--- config.mk ---
export PLATFORM = sky130hd
export DESIGN_NAME = layer0_ctrl
export DESIGN_NICKNAME = d
export VERILOG_FILES = /design/src/rtl/layer0_ctrl_pkg.sv /design/src/rtl/layer0_ctrl_valid_delay.sv /design/src/rtl/layer0_ctrl.sv
export SDC_FILE = /design/constraint.sdc
export NUM_CORES = 1
export LEC_CHECK = 0
export ABC_AREA = 1
export CAP_MARGIN = 15
export CORE_MARGIN = 2
export CORE_UTILIZATION = 60
export DETAILED_ROUTE_END_ITERATION = 7
export DONT_BUFFER_PORTS = 1
export HOLD_SLACK_MARGIN = 0.06
export PLACE_DENSITY = 0.79
export SKIP_CTS_REPAIR_TIMING = 1
export SLEW_MARGIN = 20
export SYNTH_ARGS = -nofsm -noshare
export SYNTH_HDL_FRONTEND = slang
export SYNTH_SLANG_ARGS = --single-unit
export TNS_END_PERCENT = 20
--- constraint.sdc ---
create_clock -name clock -period 1.91 [get_ports clock]
set_input_delay 0.382 -clock clock [delete_from_list [all_inputs] [get_ports clock]]
set_output_delay 0.382 -clock clock [all_outputs]
set_load 0.02 [all_outputs]
--- src/rtl/layer0_ctrl_pkg.sv ---
// Shared definitions for the layer-0 convolution controller.
// Holds the datapath word width, kernel size, filter count, frame
// geometry, pipeline latency and the controller state encoding.
// No ports; imported by every file of this block.
package layer0_ctrl_pkg;

  localparam int BIT_INL0     = 8;
  localparam int CONV2D_KSIZE = 3;
  localparam int FILTER_L0    = 8;
  localparam int IMG_W_L0     = 28;
  localparam int IMG_H_L0     = 28;
  localparam int PIPE_LAT_L0  = 4;

  typedef enum logic [2:0] {
    ST_IDLE,
    ST_LOAD_W,
    ST_STREAM,
    ST_DRAIN,
    ST_DONE
  } ctrl_state_t;

endpackage

--- src/rtl/layer0_ctrl_valid_delay.sv ---
// valid_delay: DEPTH-stage, WIDTH-bit shift register with synchronous
// clear. It carries the output-valid tag together with its row/col so that
// both reach the datapath output in the same cycle.
// Ports:
//   clock, reset  - clock and synchronous active-high reset
//   clear         - synchronous flush of every stage
//   sample        - word entering stage 0
//   delayed       - word leaving the last stage
module valid_delay
  import layer0_ctrl_pkg::*;
#(
  parameter int DEPTH = PIPE_LAT_L0,
  parameter int WIDTH = 1
) (
  input  logic             clock,
  input  logic             reset,
  input  logic             clear,
  input  logic [WIDTH-1:0] sample,
  output logic [WIDTH-1:0] delayed
);

  logic [WIDTH-1:0] stage [DEPTH];

  // Flushing on clear drops anything still in flight, so an aborted frame
  // can never emit a stale output position.
  always_ff @(posedge clock) begin
    if (reset || clear) begin
      for (int i = 0; i < DEPTH; i++) begin
        stage[i] <= '0;
      end
    end else begin
      stage[0] <= sample;
      for (int i = 1; i < DEPTH; i++) begin
        stage[i] <= stage[i-1];
      end
    end
  end

  assign delayed = stage[DEPTH-1];

endmodule

--- src/rtl/layer0_ctrl.sv ---
// layer0_ctrl: sequencer for the first conv layer (conv2d -> scale -> relu).
// Broadcast-loads KSIZE*KSIZE weight words, streams one IMG_W x IMG_H frame
// into the datapath and tags each datapath result with out_valid plus its
// output row/col, aligned to the fixed datapath latency.
// Ports:
//   clock, reset          - clock, synchronous active-high reset
//   start, abort          - begin a frame (IDLE only) / early termination
//   w_in, w_valid/w_ready - weight word handshake
//   in_x, in_valid/in_ready - pixel handshake
//   load, w, x            - datapath drive (weight load strobe, weight, pixel)
//   out_valid, out_row, out_col - valid output position of the datapath
//   busy, done, aborted   - status: active, completion pulse, abort pulse
module layer0_ctrl
  import layer0_ctrl_pkg::*;
#(
  parameter int IMG_W    = IMG_W_L0,
  parameter int IMG_H    = IMG_H_L0,
  parameter int KSIZE    = CONV2D_KSIZE,
  parameter int PIPE_LAT = PIPE_LAT_L0,
  parameter int BIT_IN   = BIT_INL0
) (
  input  logic                     clock,
  input  logic                     reset,
  input  logic                     start,
  input  logic                     abort,
  input  logic [BIT_IN-1:0]        w_in,
  input  logic                     w_valid,
  output logic                     w_ready,
  input  logic [BIT_IN-1:0]        in_x,
  input  logic                     in_valid,
  output logic                     in_ready,
  output logic                     load,
  output logic [BIT_IN-1:0]        w,
  output logic [BIT_IN-1:0]        x,
  output logic                     out_valid,
  output logic [$clog2(IMG_H)-1:0] out_row,
  output logic [$clog2(IMG_W)-1:0] out_col,
  output logic                     busy,
  output logic                     done,
  output logic                     aborted
);

  localparam int RW   = $clog2(IMG_H);
  localparam int CW   = $clog2(IMG_W);
  localparam int TAPS = KSIZE * KSIZE;
  localparam int WCW  = $clog2(TAPS + 1);
  localparam int DCW  = $clog2(PIPE_LAT + 1);
  localparam int PW   = 1 + RW + CW;

  localparam logic [RW-1:0]  ROW_LAST   = RW'(IMG_H - 1);
  localparam logic [CW-1:0]  COL_LAST   = CW'(IMG_W - 1);
  localparam logic [RW-1:0]  ROW_FIRST  = RW'(KSIZE - 1);
  localparam logic [CW-1:0]  COL_FIRST  = CW'(KSIZE - 1);
  localparam logic [WCW-1:0] W_LAST     = WCW'(TAPS - 1);
  localparam logic [DCW-1:0] DRAIN_LAST = DCW'(PIPE_LAT - 1);

  ctrl_state_t    state;
  logic [WCW-1:0] w_count;
  logic [DCW-1:0] drain_count;
  logic [RW-1:0]  row;
  logic [CW-1:0]  col;

  logic           tag_valid;
  logic [RW-1:0]  tag_row;
  logic [CW-1:0]  tag_col;

  logic           w_xfer;
  logic           in_xfer;
  logic           tag;
  logic           take_abort;
  logic [PW-1:0]  pipe_head;
  logic [PW-1:0]  pipe_tail;

  assign w_xfer     = w_valid && w_ready;
  assign in_xfer    = in_valid && in_ready;
  assign take_abort = abort && (state != ST_IDLE);

  // A position is a valid conv output only once a full KSIZE x KSIZE
  // window is available, judged on the position before it advances.
  assign tag = in_xfer && (col >= COL_FIRST) && (row >= ROW_FIRST);

  // The tag is registered alongside x so it refers to the cycle in which
  // the pixel is presented to the datapath; the delay line then adds the
  // datapath latency on top of that.
  assign pipe_head = {tag_valid, tag_row, tag_col};

  valid_delay #(
    .DEPTH (PIPE_LAT),
    .WIDTH (PW)
  ) u_valid_delay (
    .clock   (clock),
    .reset   (reset),
    .clear   (take_abort),
    .sample  (pipe_head),
    .delayed (pipe_tail)
  );

  assign out_valid = pipe_tail[PW-1];
  assign out_row   = pipe_tail[CW +: RW];
  assign out_col   = pipe_tail[CW-1:0];

  // Controller FSM. Every datapath-facing and status output is a register
  // updated here, so the datapath sees clean, edge-aligned controls. Abort
  // outranks every state but IDLE, where it is ignored so that a start in
  // the same cycle still wins.
  always_ff @(posedge clock) begin
    if (reset) begin
      state       <= ST_IDLE;
      w_count     <= '0;
      drain_count <= '0;
      row         <= '0;
      col         <= '0;
      tag_valid   <= 1'b0;
      tag_row     <= '0;
      tag_col     <= '0;
      load        <= 1'b0;
      w           <= '0;
      x           <= '0;
      w_ready     <= 1'b0;
      in_ready    <= 1'b0;
      busy        <= 1'b0;
      done        <= 1'b0;
      aborted     <= 1'b0;
    end else if (take_abort) begin
      state       <= ST_IDLE;
      w_count     <= '0;
      drain_count <= '0;
      row         <= '0;
      col         <= '0;
      tag_valid   <= 1'b0;
      tag_row     <= '0;
      tag_col     <= '0;
      load        <= 1'b0;
      x           <= '0;
      w_ready     <= 1'b0;
      in_ready    <= 1'b0;
      busy        <= 1'b0;
      done        <= 1'b0;
      aborted     <= 1'b1;
    end else begin
      load      <= 1'b0;
      done      <= 1'b0;
      aborted   <= 1'b0;
      x         <= '0;
      tag_valid <= 1'b0;
      tag_row   <= '0;
      tag_col   <= '0;

      case (state)
        ST_IDLE: begin
          if (start) begin
            state   <= ST_LOAD_W;
            w_count <= '0;
            w_ready <= 1'b1;
            busy    <= 1'b1;
          end
        end

        ST_LOAD_W: begin
          if (w_xfer) begin
            w    <= w_in;
            load <= 1'b1;
            if (w_count == W_LAST) begin
              state    <= ST_STREAM;
              w_count  <= '0;
              w_ready  <= 1'b0;
              in_ready <= 1'b1;
              row      <= '0;
              col      <= '0;
            end else begin
              w_count <= w_count + WCW'(1);
            end
          end
        end

        ST_STREAM: begin
          if (in_xfer) begin
            x         <= in_x;
            tag_valid <= tag;
            if (tag) begin
              tag_row <= row - ROW_FIRST;
              tag_col <= col - COL_FIRST;
            end
            if (col == COL_LAST) begin
              col <= '0;
              if (row == ROW_LAST) begin
                row         <= '0;
                state       <= ST_DRAIN;
                in_ready    <= 1'b0;
                drain_count <= '0;
              end else begin
                row <= row + RW'(1);
              end
            end else begin
              col <= col + CW'(1);
            end
          end
        end

        // Wait out the datapath latency so the last tagged position has
        // left the delay line before completion is reported.
        ST_DRAIN: begin
          if (drain_count == DRAIN_LAST) begin
            state <= ST_DONE;
            done  <= 1'b1;
          end else begin
            drain_count <= drain_count + DCW'(1);
          end
        end

        ST_DONE: begin
          state <= ST_IDLE;
          busy  <= 1'b0;
        end

        default: begin
          state <= ST_IDLE;
          busy  <= 1'b0;
        end
      endcase
    end
  end

endmodule

After elaboration in Yosys (flattened, before gate mapping)
Memories as Yosys holds them, arrays and structs flattened.
Index checks and enable logic that the tools add are counted.
- memories kept: 1
- bits of input ports: 22
- word-level logic and storage cells: 124
- output and inout bits: 33
- memory bits (writable): 44
- register bits after elaboration: 53
- memories (name ; words ; width ; rd ports ; clocked after memory_dff ; wr ports ; line ; source):
    u_valid_delay.stage ; 4 ; 11 ; 4 ; 0 ; 4 ; layer0_ctrl_valid_delay.sv:22 ; logic [WIDTH-1:0] stage [DEPTH];
- mux-type cells: 47
- reduce and logical (&&, ||, !) cells: 26
- add/subtract/negate cells: 6
- bitwise logic cells: 11
- eq/ne operators: 15
- $lt $le $gt $ge: 2
- operators by type and width (cell ; number):
    11-bit two-way mux ; 4
    5-bit two-way mux ; 7
    3-bit two-way mux ; 11
    5-bit case mux with 2 select lines ; 2
    2-bit != test (second input constant) ; 8
    1-bit two-way mux ; 14
    4-bit two-way mux ; 3
    3-bit case mux with 4 select lines ; 1
    5-bit by 1-bit adder with 5-bit output (second input constant) ; 2
    5-bit == test (second input constant) ; 2
    5-bit by 2-bit >= comparator with 1-bit output (second input constant) ; 2
    5-bit AND reduction ; 2
    5-bit by 2-bit subtractor with 5-bit output (second input constant) ; 2
    3-bit by 2-bit == test with 1-bit output (second input constant) ; 3
    3-bit OR reduction ; 3
    4-bit case mux with 2 select lines ; 1
    4-bit AND reduction ; 2
    1-bit NOT ; 7
    7-bit AND reduction ; 1
    1-bit case mux with 2 select lines ; 3
    3-bit case mux with 2 select lines ; 1
    3-bit AND reduction ; 2
    6-bit AND reduction ; 1
    2-bit nonzero test ; 3
    13 further kinds ; 20

Depth between registers and ports, before layout
Gate-level depths: netlist of the first run.
- word-level depth: 6
- depth in mapped cells: 11
- gate-level depth less buffers: 11

Modules after synthesis
A second synthesis of the first run with hierarchy kept.
- cell total of the unflattened synthesis: 464
- area total of the unflattened synthesis: 3842.4 sq um
- by module, submodules not included (module ; seq. area each (sq um) ; times used ; cells each ; area each (sq um)):
    layer0_ctrl ; 1061.0 ; 1 ; 325 ; 2467.4
    valid_delay ; 880.8 ; 1 ; 139 ; 1375.1

Least setup slack after synthesis of the first run
No wires, ideal clock.
- path type: reg2reg
- from: reg row[1]
- to: reg drain_count[1]
- setup slack: 0.497 ns
- arrival time: 1.299 ns
- library setup time: 0.114 ns
- cell stages (with the launch flop): 11
- data required time: 1.796 ns
- path buffers: 0
- clock period less this slack: 1.413 ns
- path through: dfxtp_1 ha_1 nand2_1 inv_1 nand2_1 nand2_1 inv_2 nor2_1 nand2_1 a21oi_1 nor2_1
- cells in the longest elaborated chain, start to end: 3
- ends and longest elaborated chain (element ; line ; source):
    start: declaration ; layer0_ctrl.sv:60 ; logic [RW-1:0] row;
    start signal: assignment ; layer0_ctrl.sv:192 ; row <= row + RW'(1);
    5-bit == test ; layer0_ctrl.sv:186 ; if (row == ROW_LAST) begin
    2-bit != test (no line) ; - ;
    5-bit AND reduction (no line) ; - ;
    end signal: assignment ; layer0_ctrl.sv:207 ; drain_count <= drain_count + DCW'(1);
    end: declaration ; layer0_ctrl.sv:59 ; logic [DCW-1:0] drain_count;
Every way passes these cells.
A chain may end at the register's enable or synchronous reset.

Worst setup path in the final report of the first run
Same ends and word-level chain as after synthesis.

==> results of run 1 <==
state kept, by name, summed over array words and instances (netlist names):
signal               count
aborted                  1
busy                     1
col                      5
done                     1
drain_count              3
in_ready                 1
load                     1
row                      5
state                    3
tag_col                  5
tag_row                  5
tag_valid                1
u_valid_delay.stage     44
w                        8
w_count                  4
w_ready                  1
x                        8
worst register-to-register path, cell delays in order, from the launching register on:
cell,delay (ns)
sky130_fd_sc_hd__dfxtp_1,0.45
sky130_fd_sc_hd__ha_1,0.22
sky130_fd_sc_hd__nand2_1,0.06
sky130_fd_sc_hd__inv_1,0.08
sky130_fd_sc_hd__nand2_1,0.10
sky130_fd_sc_hd__nand2_1,0.11
sky130_fd_sc_hd__inv_2,0.06
sky130_fd_sc_hd__nor2_1,0.15
sky130_fd_sc_hd__nand2_1,0.13
sky130_fd_sc_hd__a21oi_1,0.18
sky130_fd_sc_hd__nor2_1,0.06
cells in the mapped netlist, types with 2 or more instances:
cell type                 instances  area share, %
sky130_fd_sc_hd__xnor2_1          2           0.47
sky130_fd_sc_hd__xor2_1           6            1.4
sky130_fd_sc_hd__buf_6            5            1.5
sky130_fd_sc_hd__nand2_1         71            7.2
sky130_fd_sc_hd__o21ai_0          9            1.2
sky130_fd_sc_hd__a21oi_1         23            3.1
sky130_fd_sc_hd__nor2_4           5            1.5
sky130_fd_sc_hd__dfxtp_1         97             53
sky130_fd_sc_hd__buf_2            3           0.41
sky130_fd_sc_hd__nand2_2          6            1.0
sky130_fd_sc_hd__buf_4           11            2.2
sky130_fd_sc_hd__nand4_1          2           0.34
sky130_fd_sc_hd__nor2_1         101             10
sky130_fd_sc_hd__nor2_2           2           0.34
sky130_fd_sc_hd__inv_2            8           0.81
sky130_fd_sc_hd__nand3_1         15            2.0
sky130_fd_sc_hd__inv_1           77            7.8
sky130_fd_sc_hd__ha_1            12            4.1
final cells by class:
cell class	instances	area, µm²	area share (%)
inverters	85	319	8.30
flip-flops and latches	97	1940	50.5
repair buffers	3	37.5	0.976
multi-input cells	261	1270	33.1
well taps	75	93.8	2.44
clock inverters	7	55.1	1.43
clock buffers	9	124	3.22
stage by stage:
| stage | setup WS [ns] | power, mW |
|---|---|---|
| after floorplan | 0.497 | 3.19 |
| after global placement | 0.296 | 3.31 |
| after detailed placement | 0.268 | 3.34 |
| after CTS | 0.215 | 4.54 |
| after global routing | 0.0309 | 4.75 |
| final | 0.210 | 4.51 |
where the power goes:
| group | total (mW) | leakage [nW] | internal, mW | switching, mW |
|---|---|---|---|---|
| Sequential | 2.30 | 0.783 | 2.13 | 0.169 |
| Combinational | 1.01 | 0.723 | 0.317 | 0.692 |
| Clock | 1.21 | 0.0851 | 0.486 | 0.721 |
cells by family after synthesis:
logic type,Yosys count,share of synthesized area (%)
AND/OR/NAND/NOR,206,23.5
buffers and inverters,105,12.9
flip-flops,97,52.6
AO/OA/AOI/OAI,35,5.02
adder cells (fa/ha/maj),12,4.07
XOR/XNOR,8,1.90
worst paths after layout:
check                            start                    endpoint  slack [ns]  cells past startpoint
min reg2reg  u_valid_delay.stage[0][8]  u_valid_delay.stage[0][19]        0.40                      2
max                             row[1]              drain_count[1]        0.21                     10
min                              reset                        w[0]        0.07                      1
max reg2reg                     row[1]              drain_count[1]        0.21                     10
per-layer routing:
metal  track usage, %  share of wire, %  up-vias
li1                 -                 -     1356
met1             20.7                47     1133
met2             29.6                47       43
met3             3.91               4.2        7
met4             9.00               1.7        0
met5                0                 0        -
==> flow_metrics.tcl, run 1 <==
set metrics [dict create \
    cts_buffers 9 \
    timing.max_slew.rel_slack_pct 69.0 \
    clk_path_buf_depth 2 \
    grt_antenna_before_repair 0 \
    final_core_utilization_pct 64.9 \
    syn_inst 463 \
    mappedNetlistNets 497 \
    avgSynthCellArea_um2 7.97 \
    timing_hold_violations_final 0 \
    synth-edff-count 0 \
    maxSlewViolCount 0 \
    postRouteAntennaNets 0 \
    track_usage_pct 17.5 \
    final_number_of_setup_violating_endpoints 0 \
    floorplan.rows 28 \
    timing.final.crit_period_ns 1.70 \
    ctsHtreeMaxLevel 3 \
    holdCritPathClass "input pin to flop" \
    crit_path_start_kind "flop" \
    antenna-diode-count 0 \
    detail_route.vias_per_cell 4.73 \
    maxCapViolCount 0 \
    tightest_slew_ns 0.463 \
    grt_start_max_net_pins 46 \
    post_dp_cell_area_um2 3660 \
    drt-wirelength-per-cell_um 10.7 \
    critical_path.n_buffers_inverters 2 \
    layout_common_cells "sky130_fd_sc_hd__nor2_1, sky130_fd_sc_hd__dfxtp_1, sky130_fd_sc_hd__inv_1" \
    critical_path.max_stage_delay_ns 0.45 \
    i_o_pins 55 \
    ir_worst_vdd_uv 767 \
    setup_tns_ns 0 \
    worstPathCellList "ha_1 -> nand2_1 -> inv_1 -> nand2_1 -> nand2_1 -> inv_2 -> nor2_1 -> nand2_1 -> a21oi_1 -> nor2_1" \
    detailed_place_hpwl_um 3960 \
    async_flop_share_pct 0 \
    yosysSeqAreaShare_pct 52.6 \
    portBuffers 0 \
    floorplan.initialDensity_pct 62.4 \
    place_congestion 0.891 \
    grt_pass1_wl_um 9110 \
    synth_warn 0 \
    die-area_um2 6800 \
    power_per_cell_area_nw_per_um2 1170 \
    fin_hold_ws_ns 0.0723 \
    crit_arrival_ns 1.95 \
    final_area_um2 3840 \
    numPlacedInstances 520 \
    drc_errors 0 \
    path_class "flop to flop" \
    cp-end-kind "flop" \
    final.fill_count 492 \
    post_synth_instance_area_um2 3690 \
    height_of_the_die_um 82.4 \
    tritoncts_clock_tree "built" \
    unrepaired_setup_endpoints_after_global_routing "no" \
    synth_top_flop_cell "sky130_fd_sc_hd__dfxtp_1" \
    drive_above_1_share_pct 8.87 \
    worst_path_max_delay_cell "sky130_fd_sc_hd__dfxtp_1" \
    clk_latency_ns 0.36 \
    number_of_global_route_vias_before_repair 2228 \
    core_area_um2 5920 \
    run_status "completed" \
    commonest_non_fill_non_tap_cell_in_the_layout "sky130_fd_sc_hd__nor2_1" \
    nets 491 \
    finClkSkew_ns 0.0109 \
    synth.lib_cells_used.distinct 26 \
    stdcell_count 537 \
    route.final.wire_length_um 5750 \
    die_x_um 82.4 \
    clockRootBuffer "sky130_fd_sc_hd__clkbuf_8" \
    cp_max_fo 6 \
    timing.critical_path.max_delay_family "simple AND/OR/NAND/NOR gates" \
    critPathMostFrequentCell "sky130_fd_sc_hd__nand2_1" \
    layout-area-overhead-vs-synth_pct 4.13 \
    timing.critical_path.required_ns 2.16 \
    grt_remaining_overflow 0 \
    first_pass_iters 4 \
    worst_setup_hold_path_clk_slew_ns 0.10 \
    synthesis_stage_register_bit_count 97 \
    detailroute.via_count 2539 \
    detail_route.iter0.violations 73 \
    tritoncts_num_sinks 97 \
    fmax_ghz 0.588 \
    leakage_nw 1.59 \
    finalCritPeriodShare_pct 89.0 \
]
Note: power is estimated with default switching activity, not from simulation.
==> run 2, diff against run 1 <==
--- a/config.mk
+++ b/config.mk
@@ -9,6 +9,7 @@
 export CAP_MARGIN = 15
 export CORE_MARGIN = 2
 export CORE_UTILIZATION = 60
+export CTS_CLUSTER_SIZE = 24
 export DETAILED_ROUTE_END_ITERATION = 7
 export DONT_BUFFER_PORTS = 1
 export HOLD_SLACK_MARGIN = 0.06
==> results of run 2 <==
The final DEF is identical to that of run 1; final timing and power are the same.
==> run 3, diff against run 2 <==
--- a/config.mk
+++ b/config.mk
@@ -8,12 +8,12 @@
 export ABC_AREA = 1
 export CAP_MARGIN = 15
 export CORE_MARGIN = 2
-export CORE_UTILIZATION = 60
+export CORE_UTILIZATION = 45
 export CTS_CLUSTER_SIZE = 24
 export DETAILED_ROUTE_END_ITERATION = 7
 export DONT_BUFFER_PORTS = 1
 export HOLD_SLACK_MARGIN = 0.06
-export PLACE_DENSITY = 0.79
+export PLACE_DENSITY = 0.63
 export SKIP_CTS_REPAIR_TIMING = 1
 export SLEW_MARGIN = 20
 export SYNTH_ARGS = -nofsm -noshare
==> run 3 against run 2 <==
  * Global-route usage is 3.4 points lower
  * Via count up 1.3%
  * Cell count increased by 6.1%
  * Clock power barely moved
==> flow_metrics.tcl, run 3 (synthesis results as in run 1) <==
set metrics [dict create \
    drc_errors 0 \
    detail_route.iter0.violations 96 \
    crit_arrival_ns 1.86 \
    layout-area-overhead-vs-synth_pct 5.73 \
    pwr-share-comb_pct 22.8 \
    fin_total_pwr_mw 4.51 \
    tritoncts_clock_tree "built" \
    die-area_um2 8950 \
    largest_register "u_valid_delay.stage" \
    clk_latency_ns 0.34 \
    track_usage_pct 14.1 \
    number_of_global_route_vias_before_repair 2356 \
    power.internal_mw 2.95 \
    path_class "flop to flop" \
    floorplan.rows 33 \
    largest_register_ff_count 44 \
    route.final.wire_length_um 5910 \
    crit_path_start_kind "flop" \
    worst_path_max_delay_cell "sky130_fd_sc_hd__dfxtp_1" \
    place_congestion 0.850 \
    i_o_pins 55 \
    die_x_um 94.6 \
    grt_start_max_net_pins 50 \
    numPlacedInstances 553 \
    portBuffers 0 \
    postRouteAntennaNets 0 \
    ctsHtreeMaxLevel 3 \
    maxSlewViolCount 0 \
    clk_path_buf_depth 2 \
    power_per_cell_area_nw_per_um2 1160 \
    final.fill_count 801 \
    core_area_um2 8090 \
    timing.critical_path.required_ns 2.15 \
    grt_pass1_wl_um 10100 \
    timing.final.crit_period_ns 1.62 \
    first_pass_iters 4 \
    commonest_non_fill_non_tap_cell_in_the_layout "sky130_fd_sc_hd__nor2_1" \
    critPathMostFrequentCell "sky130_fd_sc_hd__nand2_1" \
    layout_common_cells "sky130_fd_sc_hd__nor2_1, sky130_fd_sc_hd__dfxtp_1, sky130_fd_sc_hd__inv_1" \
    detailroute.via_count 2572 \
    ff2ff_setup_slack_ns 0.29 \
    worst_setup_hold_path_clk_slew_ns 0.10 \
    cp_max_fo 5 \
    clockRootBuffer "sky130_fd_sc_hd__clkbuf_8" \
    swShare_pct 34.6 \
    timing.reg2reg.worst_path_depth 10 \
    height_of_the_die_um 94.6 \
    finClkSkew_ns 0.00765 \
    finalCritPeriodShare_pct 84.6 \
    nets 494 \
    reg_top3 "u_valid_delay.stage: 44 flops, w: 8 flops, x: 8 flops" \
    power.share.sequential_pct 50.5 \
    r2r_end "drain_count[1]" \
    unrepaired_setup_endpoints_after_global_routing "no" \
    timing_hold_violations_final 0 \
    holdCritPathClass "input pin to flop" \
    run_status "completed" \
    cp-end-kind "flop" \
    critical_path.max_stage_delay_ns 0.42 \
    stdcell_count 570 \
    drive_above_1_share_pct 9.46 \
    leakage_nw 1.60 \
    setup_tns_ns 0 \
    whs_path_depth 1 \
    worstPathCellList "ha_1 -> nand2_1 -> inv_1 -> nand2_1 -> nand2_1 -> nand2_1 -> inv_2 -> nand2_1 -> a21oi_1 -> nor2_1" \
    final_number_of_setup_violating_endpoints 0 \
    share_clk_of_total_power_pct 26.8 \
    hp-start "reset" \
    ir_worst_vdd_uv 572 \
    hold_path_end "w[0]" \
    grt_remaining_overflow 0 \
    fmax_ghz 0.619 \
    fin_hold_ws_ns 0.0924 \
    r2r-start "col[0]" \
    floorplan.initialDensity_pct 45.6 \
    antenna-diode-count 0 \
    tightest_slew_ns 0.303 \
    power.switching_mw 1.56 \
    grt_antenna_before_repair 0 \
    cts_buffers 9 \
    detail_route.vias_per_cell 4.51 \
    detailed_place_hpwl_um 4180 \
    tritoncts_num_sinks 97 \
    timing.max_slew.rel_slack_pct 79.8 \
    drt-wirelength-per-cell_um 10.4 \
    maxCapViolCount 0 \
]
## run 3: cell count changes in the layout (fill, tap and decap cells not counted)
| cell | before | now |
|---|---|---|
| sky130_fd_sc_hd__buf_4 | 1 | 5 |
| sky130_fd_sc_hd__clkbuf_1 | 0 | 1 |
| sky130_fd_sc_hd__clkinv_2 | 2 | 0 |
| sky130_fd_sc_hd__clkinvlp_4 | 3 | 4 |
| sky130_fd_sc_hd__dlygate4sd3_1 | 1 | 0 |
## run 3: final cells by class
| type | instances | area [µm²] | area share, % |
|---|---|---|---|
| tap | 105 | 131 | 3.37 |
| clock inverter | 6 | 52.6 | 1.35 |
| sequential | 97 | 1940 | 49.7 |
| timing repair buffer | 6 | 57.6 | 1.47 |
| multi-input combinational | 261 | 1270 | 32.6 |
| inverter | 85 | 319 | 8.17 |
| clock buffer | 10 | 128 | 3.27 |
## run 3: worst max path at each step
| stage | start | depth (start not counted) | slack, ns | to |
|---|---|---|---|---|
| global route | row[0] | 10 | 0.02 | drain_count[1] |
| CTS | state[2] | 7 | 0.21 | tag_row[4] |
| global placement | state[0] | 7 | 0.27 | tag_col[2] |
| finish | col[0] | 10 | 0.29 | drain_count[1] |
| floorplan | row[1] | 10 | 0.50 | drain_count[1] |
| detailed placement | state[2] | 7 | 0.23 | tag_row[2] |
## run 3: per-layer routing
| layer | GRT usage, % | vias up | wire length [µm] |
|---|---|---|---|
| met4 | 5.56 | 0 | 36 |
| li1 | - | 1360 | - |
| met1 | 17.9 | 1151 | 2780 |
| met3 | 3.19 | 6 | 253 |
| met2 | 23.3 | 55 | 2840 |
| met5 | 0 | - | 0 |
## run 3: power by group through the flow
stage	sequential [mW]	combinational [mW]	clock [mW]
5_1_grt	2.30	1.21	1.34
3_5_place_dp	2.33	1.03	0
2_1_floorplan	2.31	0.875	0
6_report	2.28	1.03	1.21
4_1_cts	2.28	1.03	1.25
3_3_place_gp	2.32	1.02	0
## run 3: per-stage QoR
stage	area (µm²)	util, %	setup WS (ns)
after floorplan	3690	-	0.497
final	3900	48.2	0.294
after CTS	3900	48.1	0.206
after detailed placement	3720	45.9	0.230
after global routing	3900	48.2	0.0249
after global placement	3720	45.9	0.269
## run 3: worst max-delay path, delay by kind of cell, from the launching register on
family	cells	cell delay [ns]
simple gates	6	0.55
flops	1	0.42
fa+ha+maj	1	0.22
buf+inv	2	0.15
compound gates	1	0.16
